File: config.mk
export PLATFORM = sky130hd
export DESIGN_NAME = prog_launcher
export DESIGN_NICKNAME = d
export VERILOG_FILES = /design/src/rtl/launch_pkg.sv /design/src/rtl/prog_launcher_watchdog.sv /design/src/rtl/prog_launcher.sv
export SDC_FILE = /design/constraint.sdc
export NUM_CORES = 1
export LEC_CHECK = 0
export ABC_AREA = 1
export BUFFER_PORTS_ARGS = -buffer_cell sky130_fd_sc_hd__buf_2
export CAP_MARGIN = 10
export CORE_UTILIZATION = 26
export CTS_CLUSTER_DIAMETER = 100
export CTS_CLUSTER_SIZE = 28
export DETAILED_ROUTE_END_ITERATION = 8
export PLACE_DENSITY_LB_ADDON = 0.05
export SETUP_SLACK_MARGIN = 0.05
export SYNTH_ARGS = -nofsm -noshare
export SYNTH_HDL_FRONTEND = slang
export SYNTH_HIERARCHICAL = 1
export SYNTH_SLANG_ARGS = --single-unit
File: constraint.sdc
create_clock -name CLK -period 1.9 [get_ports CLK]
set_clock_uncertainty 0.2 [all_clocks]
set_input_delay 0.19 -clock CLK [delete_from_list [all_inputs] [get_ports CLK]]
set_output_delay 0.19 -clock CLK [all_outputs]
set_load 0.005 [all_outputs]
File: src/rtl/launch_pkg.sv
// Shared types and defaults for the program launcher.
// Holds the FSM state encoding and launch timing constants.
package launch_pkg;

   localparam int IW_DEF        = 9;
   localparam int AW_DEF        = 8;
   localparam int LAUNCH_CYCLES = 2;

   typedef enum logic [1:0] {
      IDLE,
      LOAD,
      LAUNCH,
      RUN
   } state_t;

endpackage

File: src/rtl/prog_launcher_watchdog.sv
// Saturating 16-bit run-cycle counter with clear and enable.
// Flags the cycle on which the count sits one below the limit.
module cycle_watchdog #(
   parameter logic [15:0] Limit = 16'hFFFF
) (
   input  logic        i_Clk,
   input  logic        i_Rst_n,
   input  logic        i_Clr,
   input  logic        i_En,
   output logic [15:0] o_Count,
   output logic        o_LastCycle
);

   localparam logic [15:0] ONE = 16'd1;

   logic [15:0] r_Count;

   // Count enabled cycles, hold at all-ones, clear on request.
   always_ff @(posedge i_Clk or negedge i_Rst_n) begin
      if (!i_Rst_n) begin
         r_Count <= '0;
      end else if (i_Clr) begin
         r_Count <= '0;
      end else if (i_En && (r_Count != 16'hFFFF)) begin
         r_Count <= r_Count + ONE;
      end
   end

   assign o_Count     = r_Count;
   assign o_LastCycle = (r_Count == (Limit - ONE));

endmodule

File: src/rtl/prog_launcher.sv
// Host-side launch controller: streams a program into imem,
// pulses the core's start, and watches done with a watchdog.
module prog_launcher
   import launch_pkg::*;
#(
   parameter int          IW        = IW_DEF,
   parameter int          AW        = AW_DEF,
   parameter logic [15:0] MaxCycles = 16'hFFFF
) (
   input  logic          CLK,
   input  logic          Reset_n,
   input  logic          LoadValid,
   input  logic [IW-1:0] LoadData,
   input  logic          LoadLast,
   output logic          LoadReady,
   input  logic          Go,
   input  logic [AW-1:0] GoAddr,
   output logic          WrEn,
   output logic [AW-1:0] WrAddr,
   output logic [IW-1:0] WrData,
   output logic          Start,
   output logic [AW-1:0] StartAddr,
   input  logic          Done,
   output logic          Busy,
   output logic          Finished,
   output logic          Timeout,
   output logic          LoadErr,
   output logic [AW:0]   WordCount,
   output logic [15:0]   CycleCount
);

   localparam logic [AW-1:0] ONE_A  = 1;
   localparam logic [AW:0]   ONE_WC = 1;
   localparam logic [1:0]    LAST_L = 2'(LAUNCH_CYCLES - 1);

   state_t        r_State;
   logic [AW-1:0] r_Addr;
   logic [AW:0]   r_WordCount;
   logic          r_LoadErr;
   logic          r_Finished;
   logic          r_Timeout;
   logic          r_Start;
   logic [AW-1:0] r_StartAddr;
   logic [1:0]    r_LaunchCnt;

   logic          w_Ready;
   logic          w_Accept;
   logic          w_GoIdle;
   logic          w_RunEn;
   logic          w_LastCycle;
   logic          w_AddrMax;
   logic [15:0]   w_CycleCount;

   // Ready never looks at LoadValid; Go wins over a beat in IDLE.
   assign w_Ready = Reset_n &&
      (((r_State == IDLE) && !Go) || (r_State == LOAD));

   assign w_Accept  = LoadValid && w_Ready;
   assign w_GoIdle  = (r_State == IDLE) && Go;
   assign w_RunEn   = (r_State == RUN) && !Done;
   assign w_AddrMax = (r_Addr == '1);

   cycle_watchdog #(
      .Limit (MaxCycles)
   ) u_wdog (
      .i_Clk       (CLK),
      .i_Rst_n     (Reset_n),
      .i_Clr       (w_GoIdle),
      .i_En        (w_RunEn),
      .o_Count     (w_CycleCount),
      .o_LastCycle (w_LastCycle)
   );

   // Control FSM: load, launch, run, plus sticky status flags.
   always_ff @(posedge CLK or negedge Reset_n) begin
      if (!Reset_n) begin
         r_State     <= IDLE;
         r_Addr      <= '0;
         r_WordCount <= '0;
         r_LoadErr   <= 1'b0;
         r_Finished  <= 1'b0;
         r_Timeout   <= 1'b0;
         r_Start     <= 1'b0;
         r_StartAddr <= '0;
         r_LaunchCnt <= '0;
      end else begin
         unique case (r_State)
            IDLE: begin
               if (Go) begin
                  r_StartAddr <= GoAddr;
                  r_Finished  <= 1'b0;
                  r_Timeout   <= 1'b0;
                  r_Start     <= 1'b1;
                  r_LaunchCnt <= '0;
                  r_State     <= LAUNCH;
               end else if (w_Accept) begin
                  r_LoadErr   <= 1'b0;
                  r_Finished  <= 1'b0;
                  r_Timeout   <= 1'b0;
                  r_WordCount <= ONE_WC;
                  if (!LoadLast) begin
                     r_Addr  <= ONE_A;
                     r_State <= LOAD;
                  end
               end
            end
            LOAD: begin
               if (w_Accept) begin
                  r_WordCount <= r_WordCount + ONE_WC;
                  if (LoadLast) begin
                     r_Addr  <= '0;
                     r_State <= IDLE;
                  end else if (w_AddrMax) begin
                     r_LoadErr <= 1'b1;
                     r_Addr    <= '0;
                     r_State   <= IDLE;
                  end else begin
                     r_Addr <= r_Addr + ONE_A;
                  end
               end
            end
            LAUNCH: begin
               if (r_LaunchCnt == LAST_L) begin
                  r_Start <= 1'b0;
                  r_State <= RUN;
               end else begin
                  r_LaunchCnt <= r_LaunchCnt + 2'd1;
               end
            end
            RUN: begin
               if (Done) begin
                  r_Finished <= 1'b1;
                  r_State    <= IDLE;
               end else if (w_LastCycle) begin
                  r_Timeout <= 1'b1;
                  r_State   <= IDLE;
               end
            end
            default: r_State <= IDLE;
         endcase
      end
   end

   assign LoadReady  = w_Ready;
   assign WrEn       = w_Accept;
   assign WrAddr     = r_Addr;
   assign WrData     = LoadData;
   assign Start      = r_Start;
   assign StartAddr  = r_StartAddr;
   assign Busy       = (r_State != IDLE);
   assign Finished   = r_Finished;
   assign Timeout    = r_Timeout;
   assign LoadErr    = r_LoadErr;
   assign WordCount  = r_WordCount;
   assign CycleCount = w_CycleCount;

endmodule

After elaboration in Yosys (flattened, before gate mapping)
Cells that the tools add are included.
- input port bits: 23
- output and inout bits: 57
- flip-flop bits (word level): 49
- reductions and logical operators: 24
- add/subtract/negate cells: 4
- mux-type cells: 41
- equality and inequality tests: 23
- operators by type and width (kind ; count):
    two-way mux 8 bit ; 6
    two-way mux 16 bit ; 2
    two-way mux 9 bit ; 3
    two-way mux 2 bit ; 11
    inequality test 2 bit (second input constant) ; 11
    case mux 9 bit (2 select lines) ; 1
    adder 16 x 1 -> 16 bit (second input constant) ; 1
    == test 16 bit (second input constant) ; 1
    inequality test 16 bit (second input constant) ; 1
    case mux 8 bit (2 select lines) ; 1
    AND reduction 6 bit ; 2
    two-way mux 1 bit ; 11
    nonzero test 2 bit ; 5
    adder 9 x 1 -> 9 bit (second input constant) ; 1
    inequality test 3 bit (second input constant) ; 3
    AND reduction 3 bit ; 3
    adder 8 x 1 -> 8 bit (second input constant) ; 1
    == test 8 bit (second input constant) ; 1
    case mux 1 bit (2 select lines) ; 4
    case mux 2 bit (4 select lines) ; 1
    AND reduction 4 bit ; 2
    logical AND 1 bit ; 6
    AND reduction 5 bit ; 1
    == test 2 x 1 -> 1 bit (second input constant) ; 2
    other kinds (9) ; 11

Longest topological paths before layout
Gate-level depths: netlist (run 1).
- word-level depth: 8
- mapped depth: 11
- mapped depth without buffers: 11

Modules after synthesis
Netlist (run 1), hierarchy kept.
- modules (own cells, without submodules) (module ; sequential area each (µm²) ; area each (µm²) ; times used ; cells each):
    prog_launcher ; 825.8 ; 1874.3 ; 1 ; 256
    cycle_watchdog ; 400.4 ; 1068.5 ; 1 ; 152

Least setup slack after synthesis (run 1)
Ideal clock, no wire load.
- kind: reg-to-reg
- start: register u_wdog.r_Count[9] (netlist: u_wdog/o_Count[9])
- end: register r_State[0]
- slack: 0.038 ns
- buffers on the path: 0
- clock period less this slack: 1.862 ns
- arrival time: 1.545 ns
- cell stages (with the launch flop): 12
- library setup time: 0.117 ns
- cells stage by stage: dfrtp_1 -> nand2_1 -> nor2_1 -> nand2_1 -> nor4b_1 -> nor2_1 -> nand2_1 -> nand2_1 -> nor2_1 -> nand3_1 -> nand2_1 -> nand2_1
- cells in the longest elaborated chain, start to end: 3
- RTL lines (item ; RTL line ; text):
    start, declared ; prog_launcher_watchdog.sv:16 ; logic [15:0] r_Count;
    start signal, assigned ; prog_launcher_watchdog.sv:25 ; r_Count <= r_Count + ONE;
    == test 16 bit ; prog_launcher_watchdog.sv:30 ; assign o_LastCycle = (r_Count == (Limit - ONE));
    via w_LastCycle ; prog_launcher.sv:50 ; logic w_LastCycle;
    inequality test 3 x 2 -> 1 bit (no source line) ; -- ;
    AND reduction 6 bit (no source line) ; -- ;
    end signal, assigned ; prog_launcher.sv:77 ; r_State <= IDLE;
    end signal, assigned ; prog_launcher.sv:95 ; r_State <= LAUNCH;
    end signal, assigned ; prog_launcher.sv:103 ; r_State <= LOAD;
    end, declared ; prog_launcher.sv:36 ; state_t r_State;
The timed path passes the listed nets, and every way through them passes these cells.
A chain may end at the register's enable or synchronous reset.

Final worst setup path (run 1)
- start: register r_State[1]
- end: output port WrEn
- cells in the longest elaborated chain, start to end: 5
- RTL lines (item ; RTL line ; text):
    zero test 2 bit ; prog_launcher.sv:56 ; (((r_State == IDLE) && !Go) || (r_State == LOAD));
    logical AND 1 bit ; prog_launcher.sv:56 ;
    logical OR 1 bit (*) ; prog_launcher.sv:56 ;
    logical AND 1 bit (*) ; prog_launcher.sv:55 ; assign w_Ready = Reset_n &&
    logical AND 1 bit (*) ; prog_launcher.sv:58 ; assign w_Accept = LoadValid && w_Ready;
    end, declared ; prog_launcher.sv:18 ; output logic WrEn,
Mark *: on every way between the ends. The rest lies on a longest branch, timed or not.

==> results.md, run 1 <==
- The run finished with clean final reports.
- In the finished design, the share of the clock period the worst path needs comes to 0.924.
- The mean post-synth cell area is 7.21 um2.
- The routed design has 8300 um of wire.
- Across the run, the number of max-cap violations was 0.
- The number of antenna violations at the first check in global routing is 0.
- When the netlist entered floorplanning its net count stood at 436.
- The congestion estimate from routability-driven global placement came to 0.782.
- For this run, the register share of the synthesized area comes to 0.417.
- The number of routed nets with antenna violations is 0.
- The leakage component of the power is 2.02 nW.
- The via count normalized by instance count is 4.48.
- Global routing finished with a remaining overflow of 0.
- The wire length of the first global-routing pass is 13600 um.
- Setup repair after global routing could not meet its margin everywhere.
- The cell depth of the worst flop-to-flop path is 10.
- The floorplan has 38 rows.
- In the post-route analysis, the smallest setup slack over all paths is 0.144 ns.
- The number of register bits inferred by synthesis is 49.
- The startpoint class of the critical path is a flop.
- Detailed placement ended at an HPWL of 6040 um.
- The maximum buffer depth of the clock tree is 2.
- The number of antenna diodes in the final layout is 0.
- VDD sags by at most 473 uV.
- The hold path depth is 3.
- The type of the most critical hold path is in2reg.
- The clock sink count is 49.
- Of the post-synthesis cell area, the dominant cell type holds 0.417.
- In this run the critical register-to-register path is launched from u_wdog/o_Count[0]$_DFFE_PN0P_.
- Synthesis instantiated 29 different standard cells from the library.
- The register share of total power is 0.390.
- The clock-pin transition on the worst setup and hold timing paths is 0.07 ns.
- The switching part of the total is 0.365.
- The worst register-to-register path ends at u_wdog/o_Count[13]$_DFFE_PN0P_.
- The final number of max-transition violations is 0.
- The clock share of power is 0.243.
- The gate count after technology mapping is 408.
- The CTS tree is yes.
- STA puts the critical path data arrival time at 1.37 ns.
- For this design the ratio of total power to cell area is 1080 mW/mm2.
- The die is 108 um tall.
- The ratio of cells with drive above 1 in the final layout is 0.253.
- Port buffering added 61 buffers.
- The number of clock buffers added by TritonCTS is 5.
- The clock latency at the later pin of the worst-skew pair is 0.29 ns.
- Setup violations remaining at the end of the flow were counted as 0.
- The via count of the first global-routing pass is 2729.
- After detailed routing, the number of remaining DRC violations is 0.
- The start-to-end type of the worst setup path is reg2out.
- The final instance area is 0.00386 mm2.
- STA puts the critical path data required time at 1.51 ns.
- The cell area after placement is 0.00354 mm2.
- The root buffer cell chosen for the clock tree is sky130_fd_sc_hd__clkbuf_16.
- Counting I/O delays and the setup requirement, the final critical path takes 1.76 ns.
- The total I/O pin count is 80.
- During synthesis, Yosys emitted a total of 6 warnings.
- Entering global routing, the biggest net connects 50 pins.
- The launching element of the worst setup path is r_State[1]$_DFFE_PN0P_.
- The number of design-rule violations left by the first detailed-router iteration is 92.
- The number of nets in the layout is 530.
- The setup slack of the most critical reg-to-reg path is 0.16 ns.
- The endpoint type of the worst setup path is an output pin.
- Yosys attributes the largest share of cell area to sky130_fd_sc_hd__dfrtp_1 (42%), sky130_fd_sc_hd__nand2_1 (18%), sky130_fd_sc_hd__nor2_1 (6.5%).
- At the pin with the least slew margin, the transition time is 0.693 ns.
- The highest clock rate is 570 MHz.
- The core area is 0.0109 mm2.
- The detailed-route via count is 2877.
- sky130_fd_sc_hd__dfrtp_1 takes more of the synthesized area than any other cell.
- The maximum fanout count along the critical path is 11.
- The relative area change from synthesis to final layout is 31.3%.
- Measured along the x axis, the die boundary spans 108 um.
- The initial core utilization is 0.269.
- The post-synthesis instance area is 0.00294 mm2.
- The total routing usage reported by global routing is 0.150.
- In this run the power spent charging and discharging nets is 0.00152 W.
- The capturing element of the worst setup path is WrEn.
- The combinational power share is 0.367.
- The post-placement worst setup slack is 0.0315 ns.
- The number of H-tree branching levels is 2.
- The worst relative slew slack is 0.538.
- The total iterations of the first detailed-routing run is 5.
- The routed length per instance is 12.9 um.
- The internal power of the cells is 0.00264 W.
- The total negative slack is 0 ns.
- The die area is 0.0117 mm2.
- The number of endpoints with negative hold slack in the final report is 0.
[cells in the mapped netlist]
master                     count
sky130_fd_sc_hd__buf_2         3
sky130_fd_sc_hd__o21a_1        1
sky130_fd_sc_hd__nor2_2        3
sky130_fd_sc_hd__buf_6         2
sky130_fd_sc_hd__inv_1        42
sky130_fd_sc_hd__buf_4         9
sky130_fd_sc_hd__nand3_4       1
sky130_fd_sc_hd__o21ai_0      10
sky130_fd_sc_hd__clkbuf_1      1
sky130_fd_sc_hd__nand2_1     144
sky130_fd_sc_hd__a22oi_2       2
sky130_fd_sc_hd__nor4b_1       1
sky130_fd_sc_hd__a21oi_1       6
sky130_fd_sc_hd__nand3_1      24
sky130_fd_sc_hd__inv_2         3
sky130_fd_sc_hd__nand2_4       1
sky130_fd_sc_hd__clkinv_1      1
sky130_fd_sc_hd__dfrtp_1      49
sky130_fd_sc_hd__or2_2         2
sky130_fd_sc_hd__nand3b_1      3
sky130_fd_sc_hd__nor2_1       51
sky130_fd_sc_hd__nor2_4        5
sky130_fd_sc_hd__nand2_2       1
sky130_fd_sc_hd__nor3_1        4
sky130_fd_sc_hd__ha_1          5
sky130_fd_sc_hd__nor3b_1       3
sky130_fd_sc_hd__xor2_1        5
sky130_fd_sc_hd__nand4_1      22
sky130_fd_sc_hd__o21bai_1      4
[cells in the final DEF, fill, tap and decap left out, drive strengths merged]
master       instances
nand2              146
buf                 92
nor2                59
dfrtp               49
inv                 45
nand3               25
nand4               22
o21ai               10
dlygate4sd3         10
a21oi                6
ha                   5
clkbuf               5
xor2                 5
o21bai               4
nor3                 4
nand3b               3
nor3b                3
a22oi                2
or2                  2
clkinv               2
o21a                 1
bufinv               1
nor4b                1
[routing by layer]
layer | wire length [um] | track usage
met3 | 344 | 0.0319
met4 | 82 | 0.0405
met1 | 4100 | 0.207
met5 | 0 | 0
met2 | 3770 | 0.237
[final cells by class]
cell class	count	area [um2]
clock buffers	5	125
inverters	46	173
multi-input cells	298	1470
clock inverters	2	35.0
flip-flops and latches	49	1230
well taps	140	175
fillers	1236	7070
repair buffers	102	658
[critical path, cell delays in order, from the launching register on]
cell                      delay (ns)
sky130_fd_sc_hd__dfrtp_2        0.46
sky130_fd_sc_hd__nor2_4         0.16
sky130_fd_sc_hd__nand3_4        0.18
sky130_fd_sc_hd__inv_2          0.15
sky130_fd_sc_hd__buf_2          0.13
[metrics by stage]
stage / hold WS, ns / util / std cells / total power, W
final: 0.0578 / 0.353 / 642 / 0.00416
after global routing: 0.0714 / 0.353 / 642 / 0.00454
after global placement: 0.180 / 0.324 / 622 / 0.00315
after detailed placement: 0.180 / 0.324 / 622 / 0.00315
after CTS: 0.0516 / 0.349 / 640 / 0.00421
after floorplan: -0.306 / - / 408 / 0.00247
[timing repair]
action                     4_1_cts  5_1_grt
pin swaps                        2        4
hold buffers                    10        0
cloned                           0        0
setup endpoints to repair        2       16
resized for setup                2       11
hold endpoints to repair        58        0
setup buffers                    1        2
[kinds of logic after synthesis]
family                   share of synthesized area
adder cells (fa/ha/maj)                     0.0213
flip-flops                                   0.417
AO/OA/AOI/OAI                               0.0485
buffers and inverters                       0.0957
XOR/XNOR                                    0.0149
AND/OR/NAND/NOR                              0.403
[registers in the layout, indices dropped and copies added, names as in the netlist]
register	cells
WordCount	9
Start	1
StartAddr	8
Timeout	1
Finished	1
r_State	2
r_LaunchCnt	2
WrAddr	8
u_wdog/o_Count	16
LoadErr	1
[power by group through the flow]
stage               registers [W]  logic, W  clock network (W)
finish                    0.00162   0.00153            0.00101
global route              0.00169   0.00175            0.00110
CTS                       0.00162   0.00154            0.00105
detailed placement        0.00164   0.00151                  0
global placement          0.00163   0.00152                  0
floorplan                 0.00164  0.000828                  0
[worst min path at each step]
| stage | startpoint | slack (ns) | endpoint |
|---|---|---|---|
| after floorplan | Reset_n | -0.31 | Finished$_DFFE_PN0P_ |
| after global placement | LoadData[5] | 0.18 | WrData[5] |
| after detailed placement | LoadData[5] | 0.18 | WrData[5] |
| after CTS | Go | 0.05 | r_State[1]$_DFFE_PN0P_ |
| after global routing | LoadLast | 0.07 | WrAddr[1]$_DFFE_PN0P_ |
| final | Go | 0.06 | r_State[1]$_DFFE_PN0P_ |
Power figures use the tool's default switching activity.
==> inputs of run 2 (changes only) <==
--- a/config.mk
+++ b/config.mk
@@ -12,8 +12,9 @@
 export CTS_CLUSTER_DIAMETER = 100
 export CTS_CLUSTER_SIZE = 28
 export DETAILED_ROUTE_END_ITERATION = 8
-export PLACE_DENSITY_LB_ADDON = 0.05
+export PLACE_DENSITY = 0.51
 export SETUP_SLACK_MARGIN = 0.05
+export SKIP_CTS_REPAIR_TIMING = 1
 export SYNTH_ARGS = -nofsm -noshare
 export SYNTH_HDL_FRONTEND = slang
 export SYNTH_HIERARCHICAL = 1
==> results.md, run 2 (synthesis results as in run 1) <==
- In the final timing run, aggregate negative setup slack is 0 ns.
- The path class of the tightest hold or removal check is in2reg.
- The library cells used most frequently in the layout, excluding fill and tap cells, are sky130_fd_sc_hd__nand2_1 (139), sky130_fd_sc_hd__buf_2 (61), sky130_fd_sc_hd__dfrtp_1 (48), sky130_fd_sc_hd__nor2_1 (48), sky130_fd_sc_hd__inv_1 (39).
- Timing analysis after detailed placement gives a worst setup slack of 0.0696 ns.
- The pin count of the biggest net entering global routing is 50.
- In this run the count of I/O pins placed on the die edge is 80.
- For this run, the detailed router's first-pass iteration total came to 4.
- The area growth from synthesis to layout is 31.8%.
- The die span in x is 108 um.
- The core area is 0.0109 mm2.
- Summed over all cells, the static leakage comes to 2.02 nW.
- The slowest stage of the critical path belongs to the cell sky130_fd_sc_hd__dfrtp_1.
- The ratio of cells with drive above 1 in the final layout is 0.263.
- Walking the worst path, the cells encountered are nor2_2 -> nand3_4 -> inv_2 -> buf_2.
- The clock root buffer is sky130_fd_sc_hd__clkbuf_16.
- At the end of the flow, the number of nets in the layout was 529.
- The initial core utilization is 0.269.
- The period utilization is 0.927.
- The endpoint identified for the worst register-to-register timing path is r_State[0]$_DFFE_PN0P_.
- In this run the remaining antenna-violating nets after routing total 0.
- The library cell used most frequently in the layout, excluding fill and tap cells, is sky130_fd_sc_hd__nand2_1.
- Max-cap violations in this run came to 0.
- The maximum buffer depth of the clock tree is 2.
- Setup repair after global routing could not meet its margin everywhere.
- The number of core rows is 38.
- Overall power consumption after layout is estimated at 0.00411 W.
- TritonCTS built the clock tree.
- 0 antenna diodes ended up in the layout.
- The critical path contains buffers and inverters numbering 2 combined.
- The startpoint class of the critical path is a flop.
- The highest ir drop seen on vdd is 387 uV.
- The final number of max-transition violations is 0.
- The worst relative slew slack is 0.567.
- The final count of negative-setup-slack endpoints is 0.
- Clock tree synthesis found a total of 49 sinks.
- Of all nets on the critical path, the largest fanout is 8.
- The path with the worst hold slack has its endpoint at r_State[1]$_DFFE_PN0P_.
- In the routed design, unresolved DRC markers number 0.
- The total congestion overflow after global routing is 0.
- The wire length reported by the detailed router is 7740 um.
- The endpoint required time on the critical path is 1.51 ns.
- The cell area after placement is 0.00354 mm2.
- The run finished with clean final reports.
- Timing would allow up to 567 MHz.
- The clock buffer count from CTS is 5.
- The via count normalized by instance count is 4.42.
- With fillers left out, the area of the finished cells amounts to 0.00388 mm2.
- The final estimated routing congestion in global placement is 0.795.
- The setup slack of the most critical reg-to-reg path is 0.15 ns.
- The met3 track utilization from global routing is 0.0283.
- The count of cells in the finished layout, fillers not included, comes to 642.
- The detailed-route via count is 2839.
- The number of flip-flops under the largest register name is 16.
- The number of design-rule violations left by the first detailed-router iteration is 129.
- The met2 track demand over resource in global routing is 0.219.
- After clock tree synthesis, the clock-pin slew on the worst setup and hold paths is 0.07 ns.
- The start-to-end type of the worst setup path is reg2out.
- The number of endpoints with negative hold slack in the final report is 0.
- For the pin with the worst max-slew slack, the measured transition is 0.650 ns.
- The via count of the first global-routing pass is 2561.
- The number of buffer cells added on primary ports is 61.
- The worst hold path begins at Go.
- The met1 track utilization from global routing is 0.174.
- The cell depth of the worst flop-to-flop path is 11.
- The time the final worst path needs with I/O delays and setup is 1.76 ns.
- The vertical die dimension is 108 um.
- The minimum setup slack in the final design is 0.138 ns.
- The first global-routing pass estimated 12300 um of wire.
- The number of antenna violations at the first check in global routing is 0.
- The floorplan step defined a die boundary enclosing 0.0117 mm2.
- STA puts the critical path data arrival time at 1.37 ns.
- The hold path depth is 3.
- The worst stage delay on the critical path is 0.44 ns.
- In this run the power density over the cells is 1060 mW/mm2.
- In the global route stage, overall resource usage came out at 0.134.
- The worst register-to-register path begins at u_wdog/o_Count[11]$_DFFE_PN0P_.
- Broken down by cell family, the worst path's largest delay share belongs to flip-flops.
- The number of H-tree branching levels is 2.
- The total instance count after detailed placement is 621.
- The routed length per instance is 12.1 um.
- The number of fill cells in the layout is 1164.
- After global routing, the most crowded layer is met2.
- The worst setup path is captured at an output pin.
- The wire-length estimate of the detail-placed layout is 5600 um.
- The clock latency at the later pin of the worst-skew pair is 0.29 ns.
==> run 2: changes by cell type in the layout (fill, tap and decap cells not counted), sizes merged <==
cell | before | now
inv | 45 | 44
clkbuf | 5 | 7
clkinvlp | 0 | 1
bufinv | 1 | 0
buf | 92 | 91
==> run 2: metal layers <==
metal / up-vias / share of wire
met5: - / 0
met4: 0 / 0.017
met3: 12 / 0.044
met2: 49 / 0.45
met1: 1304 / 0.49
li1: 1474 / -
==> run 2: worst max path at each step <==
stage                     cells past startpoint  slack (ns)                            from                endpoint
after global routing                         11        0.03  u_wdog/o_Count[11]$_DFFE_PN0P_  r_State[0]$_DFFE_PN0P_
after CTS                                     4        0.05          r_State[1]$_DFFE_PN0P_                    WrEn
after detailed placement                     11        0.07   u_wdog/o_Count[9]$_DFFE_PN0P_  r_State[0]$_DFFE_PN0P_
after floorplan                              11        0.11   u_wdog/o_Count[9]$_DFFE_PN0P_  r_State[0]$_DFFE_PN0P_
after global placement                       11        0.12   u_wdog/o_Count[5]$_DFFE_PN0P_  r_State[0]$_DFFE_PN0P_
final                                         4        0.14          r_State[1]$_DFFE_PN0P_                    WrEn
==> run 2: layout make-up <==
type / instances / area, um2 / area share
clock buffer: 7 / 153 / 0.0394
clock inverter: 1 / 5.00 / 0.00129
inverter: 46 / 176 / 0.0455
multi-input combinational: 298 / 1480 / 0.382
sequential: 49 / 1230 / 0.316
tap: 140 / 175 / 0.0452
timing repair buffer: 101 / 659 / 0.170
==> run 2: metrics by stage <==
step | utilization | hold WS (ns)
floorplan | - | -0.306
global placement | 0.323 | 0.180
detailed placement | 0.323 | 0.180
CTS | 0.338 | -0.117
global route | 0.355 | 0.0797
finish | 0.355 | 0.0570
==> run 2: tightest hold or removal path: cells and delay by family <==
kind,cells,cell delay (ns)
buffers and inverters,1,0.15
AND/OR/NAND/NOR,2,0.17
==> run 2: report_power, final <==
| part | leakage (nW) | internal (W) | switching [W] |
|---|---|---|---|
| Clock | 0.0799 | 0.000559 | 0.000400 |
| Combinational | 1.30 | 0.000685 | 0.000839 |
| Sequential | 0.642 | 0.00134 | 0.000290 |
| Total | 2.02 | 0.00258 | 0.00153 |
